[config.mk]
export PLATFORM = sky130hd
export DESIGN_NAME = register_bank_reader
export DESIGN_NICKNAME = d
export VERILOG_FILES = /design/src/rtl/register_bank_reader_pkg.sv /design/src/rtl/register_bank_reader_lowest_set_index.sv /design/src/rtl/register_bank_reader.sv
export SDC_FILE = /design/constraint.sdc
export NUM_CORES = 1
export LEC_CHECK = 0
export BUFFER_PORTS_ARGS = -buffer_cell sky130_fd_sc_hd__buf_2
export CAP_MARGIN = 25
export CORE_ASPECT_RATIO = 1.2
export CORE_MARGIN = 2
export CORE_UTILIZATION = 50
export DETAILED_ROUTE_END_ITERATION = 8
export PLACE_DENSITY = 0.72
export SETUP_SLACK_MARGIN = 0.02
export SLEW_MARGIN = 25
export SYNTH_ARGS = -nofsm -noshare
export SYNTH_HDL_FRONTEND = slang
export SYNTH_SLANG_ARGS = --single-unit
[constraint.sdc]
create_clock -name clk -period 2.3 [get_ports clk]
set_input_delay 0.115 -clock clk [delete_from_list [all_inputs] [get_ports clk]]
set_output_delay 0.115 -clock clk [all_outputs]
set_load 0.05 [all_outputs]
[src/rtl/register_bank_reader_pkg.sv]
// Shared types and constants for the register bank reader.
//   state_t       : reader FSM states (IDLE / SEND / DONE), 2-bit encoding
//   WIDTH_DEFAULT : default bits per register word
//   DEPTH_DEFAULT : default number of registers in the bank
//   IDX_W_DEFAULT : index width for the default depth
//   idx_width()   : index width for an arbitrary depth (at least 1 bit)
package register_bank_reader_pkg;

  typedef enum logic [1:0] {
    IDLE = 2'd0,
    SEND = 2'd1,
    DONE = 2'd2
  } state_t;

  localparam int unsigned WIDTH_DEFAULT = 5;
  localparam int unsigned DEPTH_DEFAULT = 4;
  localparam int unsigned IDX_W_DEFAULT = $clog2(DEPTH_DEFAULT);

  function automatic int unsigned idx_width(input int unsigned depth);
    return (depth > 1) ? $clog2(depth) : 1;
  endfunction

endpackage

[src/rtl/register_bank_reader_lowest_set_index.sv]
// Combinational priority encoder: index of the lowest set bit of a mask.
//   mask : DEPTH-bit input mask
//   idx  : index of the lowest set bit (0 when mask is all zero)
//   any  : high when at least one mask bit is set
module lowest_set_index
  import register_bank_reader_pkg::*;
#(
  parameter int unsigned DEPTH = DEPTH_DEFAULT,
  parameter int unsigned IDX_W = idx_width(DEPTH)
) (
  input  logic [DEPTH-1:0] mask,
  output logic [IDX_W-1:0] idx,
  output logic             any
);

  // Scan from the top down so the lowest set bit is written last and wins.
  always_comb begin
    idx = '0;
    any = 1'b0;
    for (int unsigned i = DEPTH; i > 0; i--) begin
      if (mask[IDX_W'(i - 1)]) begin
        idx = IDX_W'(i - 1);
        any = 1'b1;
      end
    end
  end

endmodule

[src/rtl/register_bank_reader.sv]
// Register bank reader: on start, snapshots a bank of DEPTH words and
// streams them out over a valid/ready handshake, flagging the final word
// and pulsing done one cycle after the last handshake.
// Optional feature macro: SKIP_ZERO_EN -- when defined, zero words are
// left out of the stream (an all-zero bank produces no beats).
// Ports:
//   clk        : system clock, rising edge
//   reset_n    : asynchronous active-low reset
//   start      : one-cycle request to snapshot and stream (IDLE only)
//   bank_data  : flattened bank, word i = bank_data[i*WIDTH +: WIDTH]
//   out_ready  : consumer accepts the current word
//   out_valid  : out_data holds a valid word
//   out_data   : current word (0 when out_valid is low)
//   out_last   : current word is the final word of the stream
//   busy       : high whenever the reader is not IDLE
//   done       : one-cycle pulse after the final handshake
module register_bank_reader
  import register_bank_reader_pkg::*;
#(
  parameter int unsigned WIDTH = WIDTH_DEFAULT,
  parameter int unsigned DEPTH = DEPTH_DEFAULT
) (
  input  logic                   clk,
  input  logic                   reset_n,
  input  logic                   start,
  input  logic [DEPTH*WIDTH-1:0] bank_data,
  input  logic                   out_ready,
  output logic                   out_valid,
  output logic [WIDTH-1:0]       out_data,
  output logic                   out_last,
  output logic                   busy,
  output logic                   done
);

  localparam int unsigned IDX_W = idx_width(DEPTH);

  state_t           state;
  logic [WIDTH-1:0] shadow [DEPTH];
  logic [DEPTH-1:0] mask;
  logic [IDX_W-1:0] idx;

  logic [WIDTH-1:0] bank_word [DEPTH];
  logic [DEPTH-1:0] snap_mask;
  logic [DEPTH-1:0] mask_after;
  logic [DEPTH-1:0] enc_in;
  logic [DEPTH-1:0] enc_rest;
  logic [IDX_W-1:0] enc_idx;
  logic             enc_any;
  logic             enc_is_last;
  logic [WIDTH-1:0] next_word;
  logic             handshake;

  always_comb begin
    for (int unsigned i = 0; i < DEPTH; i++) begin
      bank_word[i] = bank_data[i*WIDTH +: WIDTH];
    end
  end

  always_comb begin
    snap_mask = '1;
`ifdef SKIP_ZERO_EN
    for (int unsigned i = 0; i < DEPTH; i++) begin
      snap_mask[i] = |bank_data[i*WIDTH +: WIDTH];
    end
`endif
  end

  // One encoder serves both the snapshot (fresh mask from the bank) and
  // each handshake (current mask with the word just sent removed). The
  // word it selects and whether that word is the final one are both
  // registered, so out_valid/out_data/out_last never depend on out_ready
  // combinationally.
  always_comb begin
    mask_after  = mask & ~(DEPTH'(1) << idx);
    enc_in      = (state == IDLE) ? snap_mask : mask_after;
    enc_rest    = enc_in & ~(DEPTH'(1) << enc_idx);
    enc_is_last = (enc_rest == '0);
    next_word   = (state == IDLE) ? bank_word[enc_idx] : shadow[enc_idx];
    handshake   = out_valid && out_ready;
  end

  lowest_set_index #(
    .DEPTH (DEPTH),
    .IDX_W (IDX_W)
  ) u_lowest_set_index (
    .mask (enc_in),
    .idx  (enc_idx),
    .any  (enc_any)
  );

  always_ff @(posedge clk or negedge reset_n) begin
    if (!reset_n) begin
      state <= IDLE;
      for (int unsigned i = 0; i < DEPTH; i++) begin
        shadow[i] <= '0;
      end
      mask      <= '0;
      idx       <= '0;
      out_valid <= 1'b0;
      out_data  <= '0;
      out_last  <= 1'b0;
      busy      <= 1'b0;
      done      <= 1'b0;
    end else begin
      case (state)
        IDLE: begin
          done <= 1'b0;
          if (start) begin
            for (int unsigned i = 0; i < DEPTH; i++) begin
              shadow[i] <= bank_word[i];
            end
            mask <= snap_mask;
            busy <= 1'b1;
            if (!enc_any) begin
              state <= DONE;
              done  <= 1'b1;
            end else begin
              state     <= SEND;
              idx       <= enc_idx;
              out_valid <= 1'b1;
              out_data  <= next_word;
              out_last  <= enc_is_last;
            end
          end
        end

        SEND: begin
          if (handshake) begin
            mask <= mask_after;
            if (out_last) begin
              state     <= DONE;
              out_valid <= 1'b0;
              out_data  <= '0;
              out_last  <= 1'b0;
              done      <= 1'b1;
            end else begin
              idx      <= enc_idx;
              out_data <= next_word;
              out_last <= enc_is_last;
            end
          end
        end

        DONE: begin
          done  <= 1'b0;
          busy  <= 1'b0;
          state <= IDLE;
        end

        default: begin
          state     <= IDLE;
          out_valid <= 1'b0;
          out_data  <= '0;
          out_last  <= 1'b0;
          busy      <= 1'b0;
          done      <= 1'b0;
        end
      endcase
    end
  end

endmodule

Word-level counts from Yosys, hierarchy flattened
Cells that the tools add are included.
Operators by class
  reduce and logical (&&, ||, !) cells: 12
  order comparisons: 1
  shift-type cells: 2
  eq/ne operators: 7
  bitwise gates (word level): 7
  muxes and demuxes: 51
Operator list (number)
  2-to-1 mux 5 bit: 9
  2-to-1 mux 2 bit: 12
  binary-select mux 5 bit (select 2 bit): 2
  2-to-1 mux 1 bit: 17
  one-hot mux 5 bit (3 select lines): 1
  2-to-1 mux 4 bit: 3
  inequality test 2 bit (second input constant): 5
  AND reduction 5 bit: 2
  bitwise AND 4 bit: 2
  inverter 4 bit: 2
  one-hot mux 2 bit (2 select lines): 2
  one-hot mux 4 bit (2 select lines): 1
  left shift 1 x 2 -> 4 bit (first input constant): 2
  one-hot mux 1 bit (3 select lines): 2
  AND reduction 2 bit: 3
  AND reduction 3 bit: 2
  logical NOT 4 bit: 1
  one-hot mux 1 bit (2 select lines): 2
  AND reduction 4 bit: 1
  >= comparator 3 bit (second input constant): 1
  inverter 2 -> 3 bit: 1
  == test 2 x 1 -> 1 bit (second input constant): 1
  == test 2 bit (second input constant): 1
  logical NOT 2 bit: 1
  other kinds (3): 4
Word-level totals
  input port bits: 24
  output and inout port bits: 9
  word-level logic and storage cells: 92
  register bits after elaboration: 37

Logic depth before layout (Yosys ltp)
Gate-level depths: netlist of run 1.
  word-level depth: 16
  depth in mapped cells: 7
  depth with buffers taken out: 5

Cells and area by module
A second synthesis of run 1 with hierarchy kept.
Unflattened totals
  cell total of the unflattened synthesis: 166
  area, all modules: 1979.4 µm²
By module, submodules not included
  register_bank_reader: cells each 159, instances 1, area an instance 1944.4 µm²
  lowest_set_index: cells each 7, instances 1, area an instance 35.0 µm²

Least setup slack after synthesis of run 1
OpenSTA, ideal clock, no wires.
  path kind: reg2reg
  from: reg out_valid
  to: reg out_data[0]
  stages on the path, launching flop included: 5
  arrival time: 1484 ps
  period minus slack after synthesis: 1610 ps
  library setup time: 126 ps
  slack: 690 ps
  path through: dfrtp_1 -> nand2_1 -> nand2_1 -> a21boi_0 -> a221o_1
Between the ends
  cells in the longest elaborated chain, start to end: 3
Ends and longest elaborated chain
  from (decl): RTL line register_bank_reader.sv:28  | output logic out_valid,
  from (signal assigned): RTL line register_bank_reader.sv:99  | out_valid <= 1'b0;
  from (signal assigned): RTL line register_bank_reader.sv:120  | out_valid <= 1'b1;
  from (signal assigned): RTL line register_bank_reader.sv:132  | out_valid <= 1'b0;
  logical AND 1 bit: RTL line register_bank_reader.sv:79  | handshake = out_valid && out_ready;
  inequality test 2 bit (no source line)
  AND reduction 4 bit (no source line)
  to (signal assigned): RTL line register_bank_reader.sv:121  | out_data <= next_word;
  to (signal assigned): RTL line register_bank_reader.sv:138  | out_data <= next_word;
  to (decl): RTL line register_bank_reader.sv:29  | output logic [WIDTH-1:0] out_data,
Every way passes these cells.
A chain may end at the register's enable or synchronous reset.

Final worst setup path of run 1
  from: reg state[0]
  to: reg out_data[1]
Between the ends
  cells in the longest elaborated chain, start to end: 14
  elaborated cells on any way between the ends: 30
Ends and longest elaborated chain
  from (decl): RTL line register_bank_reader.sv:37  | state_t state;
  from (signal assigned): RTL line register_bank_reader.sv:93  | state <= IDLE;
  from (signal assigned): RTL line register_bank_reader.sv:115  | state <= DONE;
  from (signal assigned): RTL line register_bank_reader.sv:118  | state <= SEND;
  logical NOT 2 bit: RTL line register_bank_reader.sv:75, register_bank_reader.sv:78, register_bank_reader.sv:105
  2-to-1 mux 4 bit: RTL line register_bank_reader.sv:75  | enc_in = (state == IDLE) ? snap_mask : mask_after;
  2-to-1 mux 2 bit (4 in series): RTL line register_bank_reader_lowest_set_index.sv:21  | if (mask[IDX_W'(i - 1)]) begin
  inverter 2 -> 3 bit (implied by the code): RTL line register_bank_reader.sv:78  | next_word = (state == IDLE) ? bank_word[enc_idx] : shadow[enc_idx];
  binary-select mux 5 bit (select 2 bit): RTL line register_bank_reader.sv:78
  2-to-1 mux 5 bit (implied by the code) (2 in series): RTL line register_bank_reader.sv:78
  2-to-1 mux 5 bit: RTL line register_bank_reader.sv:78
  2-to-1 mux 5 bit (on tied branches): RTL line register_bank_reader.sv:130, register_bank_reader.sv:114
  2-to-1 mux 5 bit (on tied branches): RTL line register_bank_reader.sv:128, register_bank_reader.sv:108
  one-hot mux 5 bit (3 select lines): RTL line register_bank_reader.sv:105  | case (state)
Parallel ways exist; a longest one is shown, timed or not. The select of a mux whose other input is x is not followed.

==> reports/results.tsv, run 1 <==
metric	value	unit
synth_warnings	0	
use_met1	0.282	
yosys.cell_types.count	38	
post-place-ws	0.468	ns
die_x	60.2	um
vias_per_cell	5.81	
tightest_slew	0.882	ns
hpwl	2.96	mm
grt_remaining_overflow	0	
path_clk_slew	0.08	ns
syn2layout_area_growth	15.7	%
vdd_ir_drop_max	0.705	mV
rsz0062_at_grt	false	
die_h	71.5	um
coreArea	3630	um^2
status	completed	
grt.busiest_layer	met2	
grt_pass1_vias	1552	
antenna_found_initial	0	
synth_area_per_cell	10.7	um^2
drt_iter0_drc	66	
clockBufferDepth	2	
ant_nets	0	
clkSinkCount	37	
fin_crit	1.83	ns
routed_wl	4.12	mm
synth-compound-area-share	0.245	
drc	0	
insertion_delay	0.30	ns
use_met3	0.0560	
maxCapViolCount	0	
synthXorXnorAreaFrac	0	
critPathRequiredTime	2.53	ns
final_area	2200	um^2
tns	0	ns
dp_cells	254	
seq_area	926	um^2
max_clock_freq	545	MHz
critical_path_class	flop to flop	
cp_max_fo	10	
diodes	0	
cp-end-kind	flop	
synthArstFlopShare	1.00	
initial_core_util	0.522	
slew_violations	0	
yosys.area_share.adder	0	
postCtsSetupRepairBufs	0	
die_area	4310	um^2
drt-wirelength-per-cell	15.7	um
ys_seq_area_frac	0.488	
min_path_type	input pin to flop	
muxShareOfSynthArea	0.105	
syn_area	1900	um^2
io_pins	33	
synth_ff_type	dfrtp_1	
place_congestion	0.888	
final_cells	263	
io_buffer_count	32	
grt_start_max_net_pins	38	
synth_nets	201	
path_buf_inv	0	
setup_viol_count_final	0	
dpl_cell_area	2080	um^2
drive_gt1_frac	0.313	
htree_num_levels	2	
skew	0.00585	ns
slowest_stage	a21boi_0	
slowest_delay	0.71	ns
critPathArrivalTime	2.07	ns
relSlewSlack	0.407	
synth_edf_count	0	
start_kind	flop	
syn_inst	177	
cts_root_buf	clkbuf_8	
use_met2	0.341	
p_leak	1.04	nW
multi_input_area	873	um^2
p_per_area	1580	nW/um^2
worst_slack	0.466	ns
via_count	1529	
cts_tree	yes	
firstDrtPassIters	4	
path_cells	nor2_2 > nand2_2 > a21boi_0 > a221o_1	
path_delay_family	compound AO/OA/AOI/OAI gates	
fin_crit_sh	0.797	
synth_top_family_by_area	compound AO/OA/AOI/OAI gates	
nFillCells	327	
ys_seq_elements	37	
grt_pass1_wl	7.09	mm
finalNetCount	234	
cts-buffers-inserted	5	
hold_viol	0	
yosys.area_share.simple	0.110	
num_rows	24	
grt_usage	0.218	
==> report_power, final <==
part / switching, W / internal [W] / total (W) / leakage (nW)
registers: 0.000324 / 0.000958 / 0.00128 / 0.440
clock network: 0.000238 / 0.000271 / 0.000508 / 0.0542
logic: 0.000929 / 0.000742 / 0.00167 / 0.541
total: 0.00149 / 0.00197 / 0.00346 / 1.04
==> timing repair <==
action | CTS | global route
gates resized for setup | 0 | 0
endpoints found under the hold margin | 37 | 0
hold buffers | 1 | 0
==> cell usage in the layout (no fill, tap or decap), drive strengths merged, types with 2 or more instances in the layout <==
cell / count
o21ai: 12
o21a: 5
nor3: 2
o22ai: 11
o311ai: 5
nand3: 2
inv: 10
a21o: 5
nor2: 5
mux2: 16
a21oi: 12
clkbuf: 7
nand2: 12
nor3b: 2
nand3b: 3
mux2i: 2
dfrtp: 37
a221o: 5
buf: 35
nand2b: 3
a31oi: 2
and3: 5
==> worst paths after layout <==
path / startpoint / to / slack (ns) / cells past startpoint
worst max-delay path: state[0] / out_data[1] / 0.47 / 4
worst min-delay path: bank_data[12] / shadow[7] / 0.04 / 2
worst max register to register: state[0] / out_data[1] / 0.47 / 4
worst min register to register: shadow[16] / shadow[16] / 0.50 / 1
max in group asynchronous: reset_n / shadow[14] / 1.34 / 2
min in group asynchronous: reset_n / busy / 0.43 / 2
==> cells in the mapped netlist, types with 2 or more instances <==
cell	n	share of area
buf_2	7	0.018
o21ai_1	5	0.013
o311ai_1	5	0.023
nand3b_1	3	0.012
nand2b_1	3	0.0099
nand2_1	11	0.022
buf_6	2	0.012
inv_1	10	0.020
and3_1	5	0.016
nor2_1	4	0.0079
o21ai_0	7	0.018
mux2i_1	2	0.011
a31oi_1	2	0.0066
mux2_2	16	0.095
dfrtp_1	37	0.49
nor3_1	2	0.0053
a21oi_1	12	0.032
a21o_1	5	0.020
o22ai_1	11	0.036
a221o_1	5	0.026
o21a_1	5	0.020
nand3_1	2	0.0053
==> worst reg2reg max path: cells and delay by family (launching register included) <==
kind	cells	cell delay, ns
simple gates	2	0.26
flops	1	0.51
compound gates	2	0.99
==> per-layer routing <==
layer  up-vias  routed length, um  part of all wire
met1       762               1790              0.44
met4         0                111             0.027
li1        727                  -                 -
met5         -                  0                 0
met3        12                114             0.028
met2        28               2100              0.51
==> per-stage QoR <==
step / util / hold WS (ns) / total power (W)
floorplan: - / -0.181 / 0.00259
global placement: 0.574 / 0.232 / 0.00288
detailed placement: 0.574 / 0.250 / 0.00297
CTS: 0.604 / 0.0444 / 0.00348
global route: 0.604 / 0.0434 / 0.00370
finish: 0.604 / 0.0446 / 0.00346
==> area by class of cell <==
class,instances,area share
multi-input combinational,120,0.398
clock inverter,1,0.00228
tap,52,0.0296
inverter,10,0.0171
sequential,37,0.422
timing repair buffer,36,0.0877
clock buffer,7,0.0439
==> logic make-up after synthesis <==
family	after synthesis
flip-flops	37
AND/OR/NAND/NOR	37
AO/OA/AOI/OAI	65
buffers and inverters	20
multiplexers	18
==> state kept, by name, summed over array words and instances (netlist names) <==
signal / count
busy: 1
done: 1
idx: 2
mask: 4
out_data: 5
out_last: 1
out_valid: 1
shadow: 20
state: 2
Power figures use the tool's default switching activity.
==> inputs of run 2 (changes only) <==
--- a/config.mk
+++ b/config.mk
@@ -5,13 +5,14 @@
 export SDC_FILE = /design/constraint.sdc
 export NUM_CORES = 1
 export LEC_CHECK = 0
+export ABC_AREA = 1
 export BUFFER_PORTS_ARGS = -buffer_cell sky130_fd_sc_hd__buf_2
 export CAP_MARGIN = 25
 export CORE_ASPECT_RATIO = 1.2
 export CORE_MARGIN = 2
 export CORE_UTILIZATION = 50
 export DETAILED_ROUTE_END_ITERATION = 8
-export PLACE_DENSITY = 0.72
+export PLACE_DENSITY = 0.75
 export SETUP_SLACK_MARGIN = 0.02
 export SLEW_MARGIN = 25
 export SYNTH_ARGS = -nofsm -noshare
==> constraint.sdc (replaced) <==
create_clock -name clk -period 1.5 [get_ports clk]
set_input_delay 0.075 -clock clk [delete_from_list [all_inputs] [get_ports clk]]
set_output_delay 0.075 -clock clk [all_outputs]
set_load 0.05 [all_outputs]
==> reports/results.tsv, run 2 <==
metric	value	unit	change
status	complete, but fails checks		
violations	hold timing, setup timing		
ant_nets	0		unchanged
die_x	59.9	um	-0.50%
relSlewSlack	0.677		+0.271
clockBufferDepth	2		unchanged
maxCapViolCount	0		unchanged
synth_area_per_cell	7.60	um^2	-29%
synth_top_family_by_area	simple AND/OR/NAND/NOR gates		
drt-wirelength-per-cell	13.1	um	-16%
synth_ff_type	dfrtp_1		
clkSinkCount	37		unchanged
syn_inst	247		+40%
worst_slack	-0.0747	ns	-0.541 ns
hold_viol	1		+1
synthArstFlopShare	1.00		unchanged
io_pins	33		unchanged
cp_max_fo	6		-4
final_cells	353		+34%
diodes	0		unchanged
coreArea	3600	um^2	-0.83%
reg_top3	shadow: 20 flops, out_data: 5 flops, mask: 4 flops		
final_area	2540	um^2	+16%
grt_pass1_vias	1790		+15%
synthXorXnorAreaFrac	0		unchanged
yosys.area_share.simple	0.369		+0.259
layout_common_cells	102 x nand2_1, 32 x dfrtp_1, 32 x buf_2		
routed_wl	4.62	mm	+12%
dp_cells	324		+28%
vdd_ir_drop_max	1.05	mV	+48%
firstDrtPassIters	4		unchanged
drive_gt1_frac	0.290		-0.0230
synth_nets	271		+35%
grt_usage	0.240		+0.0219
die_h	71.1	um	-0.50%
die_area	4260	um^2	-1.0%
drc	0		unchanged
p_leak	1.35	nW	+30%
drt_iter0_drc	57		-14%
cp-end-kind	flop		
initial_core_util	0.521		-0.00120
rsz0062_at_grt	true		
critPathArrivalTime	1.76	ns	-0.31 ns
synth_edf_count	0		unchanged
insertion_delay	0.29	ns	about the same
critical_path_class	flop to flop		
critPathRequiredTime	1.69	ns	-0.84 ns
cts-buffers-inserted	5		unchanged
yosys.area_share.adder	0		unchanged
num_rows	24		unchanged
synth-compound-area-share	0.0733		-0.171
finalNetCount	337		+44%
start_kind	flop		
cts_root_buf	clkbuf_8		
hpwl	3.12	mm	+5.2%
dpl_cell_area	2170	um^2	+4.2%
tns	-0.282	ns	-0.282 ns
yosysMostFrequentCell	nand2_1		
path_clk_slew	0.07	ns	about the same
cts_tree	yes		
synth_warnings	0		unchanged
syn2layout_area_growth	35.3	%	
io_buffer_count	32		unchanged
syn_area	1880	um^2	-1.1%
timing.hold.ws	-0.00171	ns	-0.0463 ns
antenna_found_initial	0		unchanged
htree_num_levels	2		unchanged
min_path_type	input pin to flop		
synth_top_cell_by_area	dfrtp_1		
grt_remaining_overflow	0		unchanged
largest_reg_flops	20		unchanged
ys_seq_area_frac	0.493		+0.00520
fin_crit_sh	1.05		+0.252
tightest_slew	0.484	ns	-0.399 ns
ys_seq_elements	37		unchanged
top_register	shadow		
grt_start_max_net_pins	23		-39%
place_congestion	0.846		-4.7%
setup_viol_count_final	5		+5
via_count	1797		+18%
muxShareOfSynthArea	0		-0.105
yosys-top-cells-count	105 x nand2_1, 37 x dfrtp_1, 24 x nand3_1		
final_common_cell	nand2_1		
netlist.area_leader.share	0.493		+0.00520
p_per_area	2440	nW/um^2	+55%
skew	0.00770	ns	+0.00185 ns
ys_top_cells_by_area	dfrtp_1 49%, nand2_1 21%, nand3_1 6.4%		
yosys.cell_types.count	23		-39%
max_clock_freq	635	MHz	+16%
grt_pass1_wl	7.72	mm	+8.9%
vias_per_cell	5.09		-12%
fin_crit	1.57	ns	-0.259 ns
slew_violations	0		unchanged
power	0.00620	W	+79%
[run 2: changes by cell type in the layout (fill, tap and decap cells not counted), sizes merged, moves of 10 or more]
cell	change
mux2	-16
nor2	+18
buf	+16
nand3	+23
inv	+11
dlygate4sd3	+13
a21oi	-10
nand2	+98
o22ai	-11
[run 2: logic make-up (layout without fill, tap and decap cells)]
| kind of cell | after synthesis | count (layout) |
|---|---|---|
| buffers and inverters | 29 | 96 |
| DFF | 37 | 37 |
| AOI/OAI and AO/OA | 22 | 22 |
| and+or+nand+nor | 159 | 159 |
[run 2: repair_timing]
action,4_1_cts,5_1_grt
pin swaps,3,7
setup buffers,2,4
endpoints found under the setup margin,11,25
hold buffers,14,0
cloned,1,0
resized for setup,11,15
endpoints found under the hold margin,32,0
[run 2: metal layers]
layer  GRT usage  share of wire
met3      0.0329          0.043
met5           0              0
met2       0.409           0.52
met4      0.0938          0.013
met1       0.300           0.43
[run 2: path summary, 6_finish.rpt]
path	start	end	slack, ns	cells past startpoint
worst min register to register	out_data[3]	out_data[3]	0.48	2
min in group asynchronous	reset_n	mask[2]	0.27	2
worst min-delay path	bank_data[11]	shadow[6]	-0.002	3
max in group asynchronous	reset_n	state[0]	0.76	3
worst max register to register	idx[1]	out_data[3]	-0.07	11
worst max-delay path	idx[1]	out_data[3]	-0.07	11
[run 2: power by group]
| group | internal, W | leakage (nW) | total, W | switching [W] |
|---|---|---|---|---|
| Sequential | 0.00147 | 0.448 | 0.00178 | 0.000310 |
| Clock | 0.000375 | 0.0455 | 0.000716 | 0.000341 |
| Combinational | 0.00139 | 0.853 | 0.00370 | 0.00231 |
[run 2: per-stage QoR]
stage                     setup WS, ns   util
after global routing            -0.188  0.705
after CTS                      -0.0118  0.680
after global placement         -0.0606  0.603
after floorplan                 0.0534      -
final                          -0.0747  0.705
after detailed placement       -0.0638  0.603
[run 2: layout make-up]
class	count	area, um^2
fill	300	1060
sequential	37	932
multi-input combinational	181	898
timing repair buffer	65	475
clock buffer	8	90.1
inverter	22	88.8
tap	39	48.8
timing repair inverter	1	7.51
[run 2: critical path, cell delays in order (launching register included)]
cell and delay, ns:
dfrtp_2 0.46, nor2_4 0.14, nor2_4 0.06, nor2_8 0.14, buf_4 0.13, nand3_2 0.11, nor2_2 0.16, nor2_1 0.06
nand3_1 0.06, nand2_1 0.05, nand2_1 0.06, nand2_1 0.05
==> inputs of run 3 (changes only) <==
--- a/config.mk
+++ b/config.mk
@@ -10,9 +10,9 @@
 export CAP_MARGIN = 25
 export CORE_ASPECT_RATIO = 1.2
 export CORE_MARGIN = 2
-export CORE_UTILIZATION = 50
+export CORE_UTILIZATION = 35
 export DETAILED_ROUTE_END_ITERATION = 8
-export PLACE_DENSITY = 0.75
+export PLACE_DENSITY_LB_ADDON = 0.25
 export SETUP_SLACK_MARGIN = 0.02
 export SLEW_MARGIN = 25
 export SYNTH_ARGS = -nofsm -noshare
==> reports/results.tsv, run 3 (synthesis gave the netlist of run 2 again) <==
metric	value	unit	change
critPathRequiredTime	1.69	ns	about the same
routed_wl	4.79	mm	+3.8%
cts_root_buf	clkbuf_8		
cts_tree	yes		
layout_common_cells	99 x nand2_1, 32 x dfrtp_1, 32 x buf_2		
slew_violations	0		unchanged
hold_viol	1		unchanged
via_count	1811		+0.78%
drt-wirelength-per-cell	12.3	um	-5.6%
clkSinkCount	37		unchanged
initial_core_util	0.359		-0.162
hpwl	3.33	mm	+7.0%
timing.hold.ws	-0.0000957	ns	+0.00162 ns
fin_crit	1.55	ns	-0.0238 ns
grt_usage	0.172		-0.0679
final_common_cell	nand2_1		
io_buffer_count	32		unchanged
critPathArrivalTime	1.74	ns	-0.02 ns
antenna_found_initial	0		unchanged
top_register	shadow		
min_path_type	input pin to flop		
status	complete, but fails checks		
finalNetCount	349		+3.6%
drive_gt1_frac	0.328		+0.0384
grt_start_max_net_pins	23		unchanged
final_cells	388		+9.9%
path_clk_slew	0.07	ns	about the same
syn2layout_area_growth	46.9	%	
critical_path_class	flop to flop		
drt_iter0_drc	75		+32%
p_leak	1.44	nW	+7.1%
vias_per_cell	4.67		-8.3%
post-place-ws	-0.125	ns	-0.0617 ns
fin_crit_sh	1.03		-0.0159
grt_pass1_vias	1786		-0.22%
die_x	70.9	um	+18%
dpl_cell_area	2240	um^2	+3.1%
largest_reg_flops	20		unchanged
tightest_slew	0.436	ns	-0.0474 ns
ant_nets	0		unchanged
drc	0		unchanged
reg_top3	shadow: 20 flops, out_data: 5 flops, mask: 4 flops		
p_per_area	2490	nW/um^2	+2.3%
relSlewSlack	0.709		+0.0316
die_h	84.2	um	+18%
coreArea	5230	um^2	+45%
maxCapViolCount	0		unchanged
die_area	5970	um^2	+40%
grt_remaining_overflow	0		unchanged
io_pins	33		unchanged
place_congestion	0.812		-4.1%
skew	0.0104	ns	+0.00267 ns
setup_viol_count_final	5		unchanged
cp-end-kind	flop		
firstDrtPassIters	5		+1
cts-buffers-inserted	5		unchanged
diodes	0		unchanged
grt_pass1_wl	8.14	mm	+5.4%
rsz0062_at_grt	true		
fin_util	0.528		-0.177
vdd_ir_drop_max	1.12	mV	+6.8%
worst_slack	-0.0509	ns	+0.0238 ns
htree_num_levels	2		unchanged
cp_max_fo	8		+2
final_area	2760	um^2	+8.6%
insertion_delay	0.30	ns	about the same
tns	-0.163	ns	+0.119 ns
start_kind	flop		
max_clock_freq	645	MHz	+1.5%
nFillCells	521		+74%
clockBufferDepth	2		unchanged
dp_cells	352		+8.6%
violations	hold timing, setup timing		
num_rows	29		+21%
run 3: cell types whose count changed in the layout (fill, tap and decap cells not counted), moves of 2 or more:
cell	change
buf_4	+5
buf_6	+5
clkinvlp_4	-2
inv_4	+2
nand2_1	-3
nand2_4	+4
nand3_1	-3
nand3_4	+2
run 3: worst max-delay path: stages, from the launching register on:
cell	delay, ns
dfrtp_2	0.48
nor2_4	0.13
nor2_4	0.06
nor2_8	0.14
buf_12	0.14
nand2_8	0.08
inv_8	0.07
nand3_1	0.07
nand3_1	0.09
nand2_1	0.07
nand2_1	0.06
nand2_1	0.04
run 3: power breakdown:
part           leakage, nW  switching (W)  total, W  internal (W)
logic                0.949        0.00256   0.00435       0.00180
clock network       0.0455       0.000349  0.000724      0.000375
registers            0.448       0.000337   0.00180       0.00147
total                 1.44        0.00324   0.00688       0.00364
run 3: final cells by class:
type | count | area (um^2) | share of cell area
sequential | 37 | 932 | 0.338
inverter | 22 | 97.6 | 0.0354
timing repair buffer | 77 | 599 | 0.217
multi-input combinational | 182 | 962 | 0.349
clock buffer | 8 | 90.1 | 0.0327
tap | 62 | 77.6 | 0.0281
run 3: path summary, 6_finish.rpt:
kind                         startpoint          end  slack (ns)  cells after the start
max                              idx[1]  out_data[0]       -0.05                     11
min                        bank_data[6]   shadow[11]     -0.0001                      3
max reg2reg                      idx[1]  out_data[0]       -0.05                     11
min reg2reg                 out_data[4]  out_data[4]        0.47                      2
max in group asynchronous       reset_n       idx[0]        0.78                      3
min in group asynchronous       reset_n         busy        0.25                      2
run 3: per-layer routing:
layer / vias up / track usage / routed length, um
li1: 933 / - / -
met5: - / 0 / 0
met1: 846 / 0.219 / 2200
met3: 7 / 0.0372 / 139
met4: 0 / 0.0617 / 81
met2: 25 / 0.287 / 2370
run 3: what timing repair did:
| action | CTS | global route |
|---|---|---|
| gates resized for setup | 24 | 24 |
| hold buffers | 15 | 0 |
| endpoints found under the setup margin | 8 | 16 |
| setup buffers | 8 | 5 |
| cloned | 1 | 0 |
| endpoints found under the hold margin | 31 | 0 |
| pin swaps | 9 | 10 |
run 3: stage by stage:
step	hold slack, ns	power [W]
floorplan	-0.221	0.00410
detailed placement	0.0416	0.00511
CTS	0.00269	0.00653
finish	-0.0000957	0.00688
global route	0.0128	0.00740
global placement	0.0429	0.00508
